$ cat src/rtl/multi_channel_accumulator_pkg.sv
// ---------------------------------------------------------------------------
// multi_channel_accumulator_pkg
//
// Shared constants and helpers for the multi-channel accumulator:
//   DEFAULT_WIDTH     default data / accumulator width in bits
//   DEFAULT_CHANNELS  default number of independent accumulators
//   MODE_WRAP         SATURATE value selecting wrap-around on overflow
//   MODE_SATURATE     SATURATE value selecting clamp-to-max on overflow
//   chan_w()          width of a channel index for a given channel count
// ---------------------------------------------------------------------------
package multi_channel_accumulator_pkg;

    localparam int DEFAULT_WIDTH    = 16;
    localparam int DEFAULT_CHANNELS = 4;

    localparam int MODE_WRAP     = 0;
    localparam int MODE_SATURATE = 1;

    // Index width for n channels; never below 1 so a port is always legal.
    function automatic int chan_w(input int n);
        return (n > 1) ? $clog2(n) : 1;
    endfunction

endpackage : multi_channel_accumulator_pkg

$ cat src/rtl/multi_channel_accumulator_acc_sat_add.sv
// ---------------------------------------------------------------------------
// acc_sat_add
//
// Combinational unsigned adder with overflow detection and optional clamp.
//   a, b      : WIDTH-bit unsigned operands
//   saturate  : 0 = keep low WIDTH bits on overflow, 1 = clamp to all-ones
//   sum       : WIDTH-bit result after wrap or clamp
//   ovf       : carry out of the top bit (overflow event)
// ---------------------------------------------------------------------------
module acc_sat_add #(
    parameter int WIDTH = 16
) (
    input  logic [WIDTH-1:0] a,
    input  logic [WIDTH-1:0] b,
    input  logic             saturate,
    output logic [WIDTH-1:0] sum,
    output logic             ovf
);

    // One extra bit so the carry out of bit WIDTH-1 is visible.
    logic [WIDTH:0] full_sum;

    // NOTE: every signal written in always_comb gets a value on every path
    // (here by unconditional assignment), otherwise a latch is inferred.
    always_comb begin
        full_sum = {1'b0, a} + {1'b0, b};
        ovf      = full_sum[WIDTH];
        if (ovf && saturate) begin
            sum = '1;
        end else begin
            sum = full_sum[WIDTH-1:0];
        end
    end

endmodule : acc_sat_add

$ cat src/rtl/multi_channel_accumulator.sv
// ---------------------------------------------------------------------------
// multi_channel_accumulator
//
// CHANNELS independent WIDTH-bit unsigned accumulators sharing one adder.
// One operation (add, clear, or clear+load) is accepted per clock.
//
// Ports:
//   clk          clock, all state updates on the rising edge
//   reset        synchronous active-high reset
//   in_valid     request an add of `in` to channel in_channel
//   in_channel   target channel for add / clear
//   in           unsigned addend
//   clear        zero accumulator and overflow flag of in_channel
//                (with in_valid: load `in` instead of adding)
//   out_valid    one-cycle pulse per accepted add or clear
//   out_channel  channel the registered `out` refers to
//   out          new stored value of out_channel, one cycle after the edge
//   overflow     per-channel sticky overflow flags
//   rd_channel   combinational read select
//   rd_data      registered accumulator value of rd_channel, no latency
// ---------------------------------------------------------------------------
module multi_channel_accumulator
    import multi_channel_accumulator_pkg::*;
#(
    parameter int WIDTH    = DEFAULT_WIDTH,
    parameter int CHANNELS = DEFAULT_CHANNELS,
    parameter int SATURATE = MODE_WRAP
) (
    input  logic                          clk,
    input  logic                          reset,
    input  logic                          in_valid,
    input  logic [chan_w(CHANNELS)-1:0]   in_channel,
    input  logic [WIDTH-1:0]              in,
    input  logic                          clear,
    output logic                          out_valid,
    output logic [chan_w(CHANNELS)-1:0]   out_channel,
    output logic [WIDTH-1:0]              out,
    output logic [CHANNELS-1:0]           overflow,
    input  logic [chan_w(CHANNELS)-1:0]   rd_channel,
    output logic [WIDTH-1:0]              rd_data
);

    logic [WIDTH-1:0] acc [CHANNELS];

    logic             op_accept;
    logic [WIDTH-1:0] add_a;
    logic [WIDTH-1:0] add_b;
    logic [WIDTH-1:0] add_sum;
    logic             add_ovf;

    // A clear replaces the current value with zero, so clear+add becomes a
    // load of `in` and clear alone produces zero. With a zero operand the
    // adder can never overflow, which keeps the flag cleared on a load.
    always_comb begin
        op_accept = in_valid | clear;
        add_a     = clear    ? '0 : acc[in_channel];
        add_b     = in_valid ? in : '0;
    end

    acc_sat_add #(
        .WIDTH (WIDTH)
    ) u_acc_sat_add (
        .a        (add_a),
        .b        (add_b),
        .saturate (SATURATE != MODE_WRAP),
        .sum      (add_sum),
        .ovf      (add_ovf)
    );

    // NOTE: sequential state uses non-blocking assignments so every register
    // samples pre-edge values, independent of statement order.
    always_ff @(posedge clk) begin
        if (reset) begin
            // NOTE: the accumulator array is plain flops, not a RAM macro,
            // so clearing every entry on reset is legal and required here.
            for (int i = 0; i < CHANNELS; i++) begin
                acc[i] <= '0;
            end
            overflow    <= '0;
            out_valid   <= 1'b0;
            out_channel <= '0;
            out         <= '0;
        end else begin
            out_valid <= op_accept;
            if (op_accept) begin
                acc[in_channel] <= add_sum;
                // Clear restarts the sticky flag; otherwise it only accumulates.
                overflow[in_channel] <= clear ? add_ovf
                                              : (overflow[in_channel] | add_ovf);
                out_channel <= in_channel;
                out         <= add_sum;
            end
        end
    end

    // Reads see registered state, so a channel written this cycle still
    // returns its pre-edge value.
    assign rd_data = acc[rd_channel];

endmodule : multi_channel_accumulator
$ cat config.mk
export PLATFORM = sky130hd
export DESIGN_NAME = multi_channel_accumulator
export DESIGN_NICKNAME = d
export VERILOG_FILES = /design/src/rtl/multi_channel_accumulator_pkg.sv /design/src/rtl/multi_channel_accumulator_acc_sat_add.sv /design/src/rtl/multi_channel_accumulator.sv
export SDC_FILE = /design/constraint.sdc
export NUM_CORES = 1
export LEC_CHECK = 0
export BUFFER_PORTS_ARGS = -buffer_cell sky130_fd_sc_hd__buf_2
export CELL_PAD_IN_SITES_DETAIL_PLACEMENT = 1
export CELL_PAD_IN_SITES_GLOBAL_PLACEMENT = 2
export CORE_MARGIN = 5
export CORE_UTILIZATION = 39
export DETAILED_ROUTE_END_ITERATION = 16
export MAX_ROUTING_LAYER = met4
export PLACE_DENSITY = 0.84
export SETUP_SLACK_MARGIN = 0.3
export SYNTH_ARGS = -nofsm -noshare
export SYNTH_HDL_FRONTEND = slang
export SYNTH_HIERARCHICAL = 1
export SYNTH_SLANG_ARGS = --single-unit
$ cat constraint.sdc
create_clock -name clk -period 4.6 [get_ports clk]
set_clock_uncertainty 0.1 [all_clocks]
set_input_delay 0.23 -clock clk [delete_from_list [all_inputs] [get_ports clk]]
set_output_delay 0.23 -clock clk [all_outputs]
set_load 0.02 [all_outputs]
# [After elaboration in Yosys (flattened, before gate mapping)]
# Memories as Yosys holds them, arrays and structs flattened.
# Cells that the tools add are included.
[totals] register_bits=23 ramBits=64 inputBits=24 wordCells=28 memories=1
[mem_list] name="acc" depth=4 word_bits=16 read_ports=2 rd_clocked_by_memory_dff=0 wr=4 line_no="multi_channel_accumulator.sv:43" text="logic [WIDTH-1:0] acc [CHANNELS];"
[classes] add_sub_neg=1 magnitude_cmp=2 mux=16 bitwise=2 reduce_logical=2
[op_table] operator="2-to-1 mux 16 bit" n=3
[op_table] operator="adder 16 x 16 -> 17 bit" n=1
[op_table] operator="OR reduction 16 bit" n=1
[op_table] operator="2-to-1 mux 1 bit" n=9
[op_table] operator="bitwise mux 4 bit" n=1
[op_table] operator="less-than comparator 2 x 3 -> 1 bit, second input constant" n=1
[op_table] operator="binary-select mux 1 bit (select 2 bit)" n=1
[op_table] operator="demux 1 bit (select 2 bit)" n=1
[op_table] operator=">= comparator 2 x 1 -> 1 bit, second input constant" n=1
[op_table] operator="2-to-1 mux 2 bit" n=1
[op_table] operator="bitwise OR 1 bit" n=2
[op_table] operator="logical AND 1 bit" n=1

# [Depth between registers and ports, before layout]
# Gate-level depths: netlist of run 1.
[depth] depth_word=6 mapped_depth=14 depth_no_buf=11

# [Hierarchy]
# The synthesis of run 1 kept the hierarchy.
[modules_own_cells] module="multi_channel_accumulator" instances=1 cells_each=323 area_each_um2=4341.7 seq_area_each_um2=2382.3
[modules_own_cells] module="acc_sat_add" instances=1 cells_each=124 area_each_um2=894.6 seq_area_each_um2=0.0

# [Worst setup path after synthesis of run 1]
# OpenSTA, ideal clock, no wires.
[synth_path] path_type="input to register" start="input port in_channel[0]" end="memory acc[0][14], data pin" setup_ns=0.133 arrival_time_ns=3.183 slack_ns=1.184 cell_stages=12 path_buffers=2 cell_sequence="buf_6 > buf_12 > mux4_2 > and2_1 > ha_1 > fa_1 > a21o_1 > a311oi_2 > nor3_2 > and4_1 > o31ai_1 > and2_1"
[synth_rtl] item="from (decl)" line_no="multi_channel_accumulator.sv:32" text="input logic [chan_w(CHANNELS)-1:0] in_channel,"
[synth_rtl] item="to (decl)" line_no="multi_channel_accumulator.sv:43"

==> results of run 1 <==
[stage by stage]
step	cell area [µm²]	power [mW]	hold WS (ns)	util
after global placement	5630	1.35	0.335	0.427
after floorplan	5240	1.23	0.369	-
after CTS	5890	2.01	0.293	0.447
after global routing	5890	2.09	0.320	0.447
final	5890	1.99	0.294	0.447
after detailed placement	5630	1.36	0.349	0.427
[flip-flops by register name (all words and copies together), names as in the netlist]
name         count
out             16
out_channel      2
acc             64
out_valid        1
overflow         4
[worst max-delay path: cells and delay by family (launching register included)]
kind / cells / cell delay, ns
compound gates: 3 / 1.19
simple gates: 4 / 0.81
fa+ha+maj: 2 / 0.62
mux: 1 / 0.48
flops: 1 / 0.40
[Yosys cell counts, types with 6 or more instances]
cell type / number / area, µm²
a21oi_1: 35 / 175
ha_1: 16 / 200
o21ai_0: 11 / 55.1
dfxtp_1: 23 / 460
nor2_1: 7 / 26.3
o21a_1: 6 / 45.0
nor3_1: 9 / 45.0
buf_2: 16 / 80.1
and2_1: 96 / 601
edfxtp_1: 64 / 1920
mux4_2: 32 / 721
nand2_1: 50 / 188
[metal layers]
metal | GRT usage | vias to the layer above | share of wire
li1 | - | 1761 | -
met1 | 0.247 | 1907 | 0.46
met2 | 0.300 | 80 | 0.49
met3 | 0.0288 | 15 | 0.039
met4 | 0.0498 | 0 | 0.014
met5 | - | - | 0
[where the power goes]
group | leakage, nW | internal [mW] | total (mW) | switching (mW)
logic | 1.34 | 0.159 | 0.410 | 0.252
registers | 0.865 | 0.907 | 0.938 | 0.0304
clock network | 0.124 | 0.360 | 0.645 | 0.285
total | 2.33 | 1.43 | 1.99 | 0.567
[how the worst min path moves through the flow]
| stage | startpoint | end | slack, ns | depth (start not counted) |
|---|---|---|---|---|
| floorplan | reset | out_valid$_SDFF_PP0_ | 0.37 | 2 |
| global placement | out[9]$_SDFFE_PP0P_ | out[9]$_SDFFE_PP0P_ | 0.34 | 2 |
| detailed placement | out[4]$_SDFFE_PP0P_ | out[4]$_SDFFE_PP0P_ | 0.35 | 2 |
| CTS | clear | out[5]$_SDFFE_PP0P_ | 0.29 | 4 |
| global route | clear | out[15]$_SDFFE_PP0P_ | 0.32 | 4 |
| finish | clear | out[15]$_SDFFE_PP0P_ | 0.29 | 4 |
[kinds of logic (layout without fill, tap and decap cells)]
logic type	after synthesis	count (layout)
simple gates	187	187
compound gates	87	87
flops	87	87
mux	35	35
buf+inv	29	85
fa+ha+maj	17	17
xor+xnor	4	4
other cells	1	1
[final cells by class]
cell class / count / area, µm²
timing repair buffer: 67 / 348
fill: 1426 / 7300
inverter: 2 / 7.51
clock inverter: 5 / 25.0
clock buffer: 11 / 233
sequential: 87 / 2380
multi-input combinational: 331 / 2680
tap: 176 / 220
==> key figures, run 1 <==
Run status
  – Status: completed

Detailed routing
  – First-pass DRT Iterations: 4
  – Post-route ant nets: 0
  – Final wirelength: between 10000 and 15000 µm
  – Initial DRC count: 277
  – Via Count: approximately 3800
  – DR DRC count: 0
  – Vias per cell: 5.54
  – WL/cell: just over 20 µm

Pwr
  – Peak VDD IR: approximately 0.00021 V
  – Leak Pwr: approximately 2.3 nW
  – Power density over cell area: between 300 and 400 mW/mm²

Floorplanning
  – DIE WIDTH: roughly 130 µm
  – Starting Density: 0.397
  – Row cnt: 42
  – Die area: 0.0158 mm²
  – Num ports: 63
  – Core ar.: between 0.01 and 0.015 mm²
  – Height of the die: around 130 µm

Clock network
  – Setup Fix Bufs, Post-CTS: 0
  – Maximum buffer depth of the clock tree: 2
  – Cts hold-fix bufs: 0
  – PostCTS Resize Cnt: 0
  – Clk sinks: between 80 and 90
  – CTS tree: built
  – CTS clock-pin slew for the worst setup and hold paths: roughly 0.060 ns
  – H-Tree Depth: 3
  – Num CTS Buffers: 9
  – Skew-Pair Late Insertion Delay: 0.34 ns
  – Clk root buf: clkbuf_16

Final layout
  – Area grow syn2layout: 12.5%
  – Share of cells above drive strength 1: 0.256
  – Most common cell after layout, fill and taps aside: and2_1
  – Layout Cells excl Fill: 679
  – Net count reported at finish: around 540
  – Inserted Diodes: 0
  – Commonest non-fill, non-tap cells in the layout: and2_1, edfxtp_1, buf_2

STA
  – F_max: 267 MHz
  – Tcrit/Tclk final: 0.814
  – Max-slew violation count: 0
  – Measured slew at the worst slew-check pin: ~0.94 ns
  – Final Hold Fails: 0
  – Final setup violation count: 0
  – Setup TNS Final: 0 ns
  – Final min period: about 3.7 ns
  – RSZ-0062 raised after global routing: false
  – Max_slew headroom: 0.366
  – Final setup margin: around 0.86 ns

Worst setup path
  – Slowest cell delay on critical path: 0.53 ns
  – Reg2reg setup slack: around 0.86 ns
  – Crit path to: acc[1][14]$_SDFFCE_PN0P_
  – Crit-path slowest cell: o31ai_1
  – CP max FO: 6
  – Critical Path Start Type: register
  – Reg2reg start: acc[3][0]$_DFFE_PP_
  – R2R depth: 10
  – CP dominant cell by count: and2_1
  – R2r endpoint: acc[1][14]$_SDFFCE_PN0P_
  – Crit path kind: register to register
  – Required time of the critical path: between 4 and 5 ns
  – WP data arrival: 3.85 ns
  – CP Launch Point: acc[3][0]$_DFFE_PP_
  – Crit path cell chain: mux4_2 > and2_1 > ha_1 > fa_1 > a21o_1 > a311oi_2 > nor3_2 > and4_1 > o31ai_1 > and2_1
  – Crit path capture type: register

Synthesis
  – Compound-gate portion of the synthesized area: 0.111
  – Post-synth EDFFs: 64
  – Total of warnings raised by yosys: 6
  – Yosys reg bits: 87
  – Syn Inst Count: about 450
  – Post-Syn Nets: around 490
  – Mapped Area: between 0.005 and 0.006 mm²
  – Synth Area in Adders: 0.0421
  – Post-synth top flop: edfxtp_1
  – Post-synth ARST share: 0
  – Synth Area in XOR/XNOR: 0.00669
  – Synth cell types: slightly below 60
  – Largest family of logic cells by synthesized area: simple AND/OR/NAND/NOR gates
  – Post-Synth Simple-Gate Area: 0.205
  – Seq/Total Area, Yosys: 0.455
  – Mux cell area share after synthesis: 0.145
  – Syn_area_per_cell: roughly 12 µm²

GRT
  – GRT overflow: 0
  – Largest net degree at the start of global routing: 31
  – Initial antenna violation count: 0
  – Number of global-route vias before repair: approximately 4000
  – First-pass GRT wire length: 22400 µm
  – Global-route usage over all layers: 0.186

Placement
  – Placed Cells: about 660
  – Port bufs: 62
  – Detailed placement HPWL: slightly above 10000 µm
  – RePlAce Congestion: ~0.80
  – Place WS: 0.555 ns

Flow run
  – Max cap viols: 0

Hold path
  – Worst hold path class: primary input to register
No activity file was read; power rests on OpenSTA's default activity.
==> run 2, diff against run 1 <==
Settings changed: CORE_UTILIZATION 39 to 36, PLACE_DENSITY 0.84 to 0.81.
Clock period 4.6 ns to 3.4 ns, I/O delays scaled along.
==> key figures, run 2 (same netlist as run 1, synthesis figures left out) <==
Detailed routing
  – Initial DRC count: 199 (was 277)
  – DR DRC count: 0 (unchanged)
  – Post-route ant nets: 0 (unchanged)
  – Via Count: 3905 (was 3763)
  – First-pass DRT Iterations: 5 (was 4)
  – Final wirelength: 15000 µm (was 14100 µm)
  – Vias per cell: 5.46 (was 5.54)
  – WL/cell: 21.0 µm (was 20.8 µm)

Floorplanning
  – Num ports: 63 (unchanged)
  – DIE WIDTH: 131 µm (was 126 µm)
  – Height of the die: 131 µm (was 126 µm)
  – Core ar.: 0.0144 mm² (was 0.0132 mm²)
  – Row cnt: 44 (was 42)
  – Die area: 0.0171 mm² (was 0.0158 mm²)
  – Starting Density: 0.363 (was 0.397)

Worst setup path
  – WP data arrival: 3.44 ns (was 3.85 ns)
  – Critical Path Start Type: register (unchanged)
  – R2R depth: 12 (was 10)
  – Required time of the critical path: 3.52 ns (was 4.70 ns)
  – Crit path capture type: register (unchanged)
  – Crit path cell chain: mux4_2 > and2_4 > ha_4 > fa_2 > a21o_1 > a311oi_4 > buf_4 > nor3_4 > o21a_1 > o21ai_1 > buf_4 > and2_4 (was mux4_2 > and2_1 > ha_1 > fa_1 > a21o_1 > a311oi_2 > nor3_2 > and4_1 > o31ai_1 > and2_1)
  – Reg2reg setup slack: 0.08 ns (was 0.86 ns)
  – R2r endpoint: acc[3][10]$_DFFE_PP_ (was acc[1][14]$_SDFFCE_PN0P_)
  – CP Depth: 12 (was 10)
  – Crit path kind: register to register (unchanged)
  – Family with the most delay on the worst path: compound AO/OA/AOI/OAI gates (unchanged)
  – CP max FO: 5 (was 6)
  – Slowest cell delay on critical path: 0.49 ns (was 0.53 ns)
  – Buf/Inv on CP: 2 (was 0)
  – Reg2reg start: acc[3][0]$_DFFE_PP_ (unchanged)
  – Crit-path slowest cell: mux4_2 (was o31ai_1)

Final layout
  – Most common cell after layout, fill and taps aside: and2_1 (unchanged)
  – Biggest register: acc (unchanged)
  – Reg area: 0.00238 mm² (unchanged)
  – Area grow syn2layout: 22.9% (was 12.5%)
  – Net count reported at finish: 566 (was 539)
  – Area taken by multi-input logic gates: 0.00296 mm² (was 0.00268 mm²)
  – Filler cell count: 1570 (was 1426)
  – Share of cells above drive strength 1: 0.377 (was 0.256)
  – Commonest non-fill, non-tap cells in the layout: and2_1, edfxtp_1, buf_2 (unchanged)
  – Max FFs per register: 64 (unchanged)
  – Post-route cell area: 0.00644 mm² (was 0.00589 mm²)
  – Largest regs: acc: 64 flops, out: 16 flops, overflow: 4 flops (unchanged)

STA
  – Tcrit/Tclk final: 0.976 (was 0.814)
  – Max-slew violation count: 0 (unchanged)
  – F_max: 301 MHz (was 267 MHz)
  – RSZ-0062 raised after global routing: true (was false)
  – Final Hold Fails: 0 (unchanged)
  – Final setup margin: 0.0803 ns (was 0.856 ns)
  – Setup TNS Final: 0 ns (unchanged)
  – Measured slew at the worst slew-check pin: 1.13 ns (was 0.943 ns)
  – Final setup violation count: 0 (unchanged)
  – Max_slew headroom: 0.243 (was 0.366)
  – Hold slack final: 0.277 ns (was 0.294 ns)
  – Final min period: 3.32 ns (was 3.74 ns)

Clock network
  – Skew-Pair Late Insertion Delay: 0.34 ns (about the same)
  – H-Tree Depth: 3 (unchanged)
  – CTS clock-pin slew for the worst setup and hold paths: 0.06 ns (about the same)
  – Clk sinks: 87 (unchanged)
  – CTS tree: built (unchanged)
  – Num CTS Buffers: 9 (unchanged)
  – Cts hold-fix bufs: 0 (unchanged)
  – Clk root buf: clkbuf_16 (unchanged)
  – Maximum buffer depth of the clock tree: 2 (unchanged)

GRT
  – Busiest grt layer: met2 (unchanged)
  – Initial antenna violation count: 1 (was 0)
  – Met2 usage: 0.303 (was 0.300)
  – First-pass GRT wire length: 23300 µm (was 22400 µm)
  – Global-route usage over all layers: 0.187 (was 0.186)
  – Met3 GRT Util: 0.0268 (was 0.0288)
  – Number of global-route vias before repair: 4185 (was 4041)
  – GRT overflow: 0 (unchanged)
  – Largest net degree at the start of global routing: 31 (unchanged)
  – M1 GR Usage: 0.246 (was 0.247)

Placement
  – RePlAce Congestion: 0.793 (was 0.797)
  – Area post-placement: 0.00584 mm² (was 0.00563 mm²)
  – Detailed placement HPWL: 10500 µm (was 10100 µm)
  – Port bufs: 62 (unchanged)
  – Place WS: -0.0768 ns (was 0.555 ns)

Hold path
  – Worst hold path class: primary input to register (unchanged)
  – Hold EP: out_channel[0]$_SDFFE_PP0P_ (was out[15]$_SDFFE_PP0P_)
  – Worst hold start: in_channel[0] (was clear)
  – Hold Crit Depth: 4 (unchanged)

Pwr
  – Power Total: 2.86 mW (was 1.99 mW)
  – Leak Pwr: 2.56 nW (was 2.33 nW)
  – Power density over cell area: 444 mW/mm² (was 338 mW/mm²)
  – Peak VDD IR: 0.000259 V (was 0.000206 V)

Run status
  – Status: completed (unchanged)

Flow run
  – Max cap viols: 0 (unchanged)
[run 2: cell types whose count changed in the layout (fill, tap and decap cells not counted), sizes merged]
cell | before | now
buf | 67 | 94
clkbuf | 11 | 13
clkinvlp | 1 | 2
clkinv | 4 | 1
diode | 0 | 1
[run 2: through the flow]
step | std cells | utilization
2_1_floorplan | 447 | -
3_3_place_gp | 691 | 0.405
3_5_place_dp | 691 | 0.405
4_1_cts | 712 | 0.437
5_1_grt | 715 | 0.446
6_report | 715 | 0.446
[run 2: what timing repair did]
action                     4_1_cts  5_1_grt
setup endpoints to repair       44       54
gates resized for setup         30       26
pin swaps                       21       21
hold endpoints to repair         0        0
buffers inserted                 5        2
[run 2: worst max-delay path by stage]
stage                        startpoint  slack [ns]                       end
finish              acc[3][0]$_DFFE_PP_        0.08      acc[3][10]$_DFFE_PP_
global route        acc[3][0]$_DFFE_PP_       0.002      acc[3][14]$_DFFE_PP_
CTS                 acc[3][0]$_DFFE_PP_        0.09      acc[3][10]$_DFFE_PP_
detailed placement        in_channel[0]       -0.08  overflow[2]$_SDFFE_PP0P_
global placement          in_channel[0]       0.006  overflow[2]$_SDFFE_PP0P_
floorplan                 in_channel[0]        0.26  overflow[2]$_SDFFE_PP0P_
[run 2: worst register-to-register path: stages (launching register included)]
cell and delay [ns]:
edfxtp_1 0.39, mux4_2 0.49, and2_4 0.16, ha_4 0.16, fa_2 0.36, a21o_1 0.21
a311oi_4 0.42, buf_4 0.20, nor3_4 0.05, o21a_1 0.21, o21ai_1 0.15, buf_4 0.17
and2_4 0.13
[run 2: per-layer routing]
layer | part of all wire | vias to the layer above | wire length, µm
li1 | - | 1818 | -
met1 | 0.45 | 1965 | 6760
met2 | 0.49 | 99 | 7390
met3 | 0.044 | 23 | 659
met4 | 0.015 | 0 | 223
met5 | 0 | - | 0
[run 2: power by group]
group | internal [mW] | switching [mW]
logic | 0.275 | 0.381
clock network | 0.535 | 0.403
registers | 1.23 | 0.0367
[run 2: area by class of cell]
type	count	area share
Antenna cell	1	0.000389
Clock buffer	13	0.0404
Clock inverter	3	0.00311
Inverter	2	0.00117
Multi-Input combinational cell	331	0.460
Sequential cell	87	0.370
Tap cell	184	0.0358
Timing Repair Buffer	94	0.0892
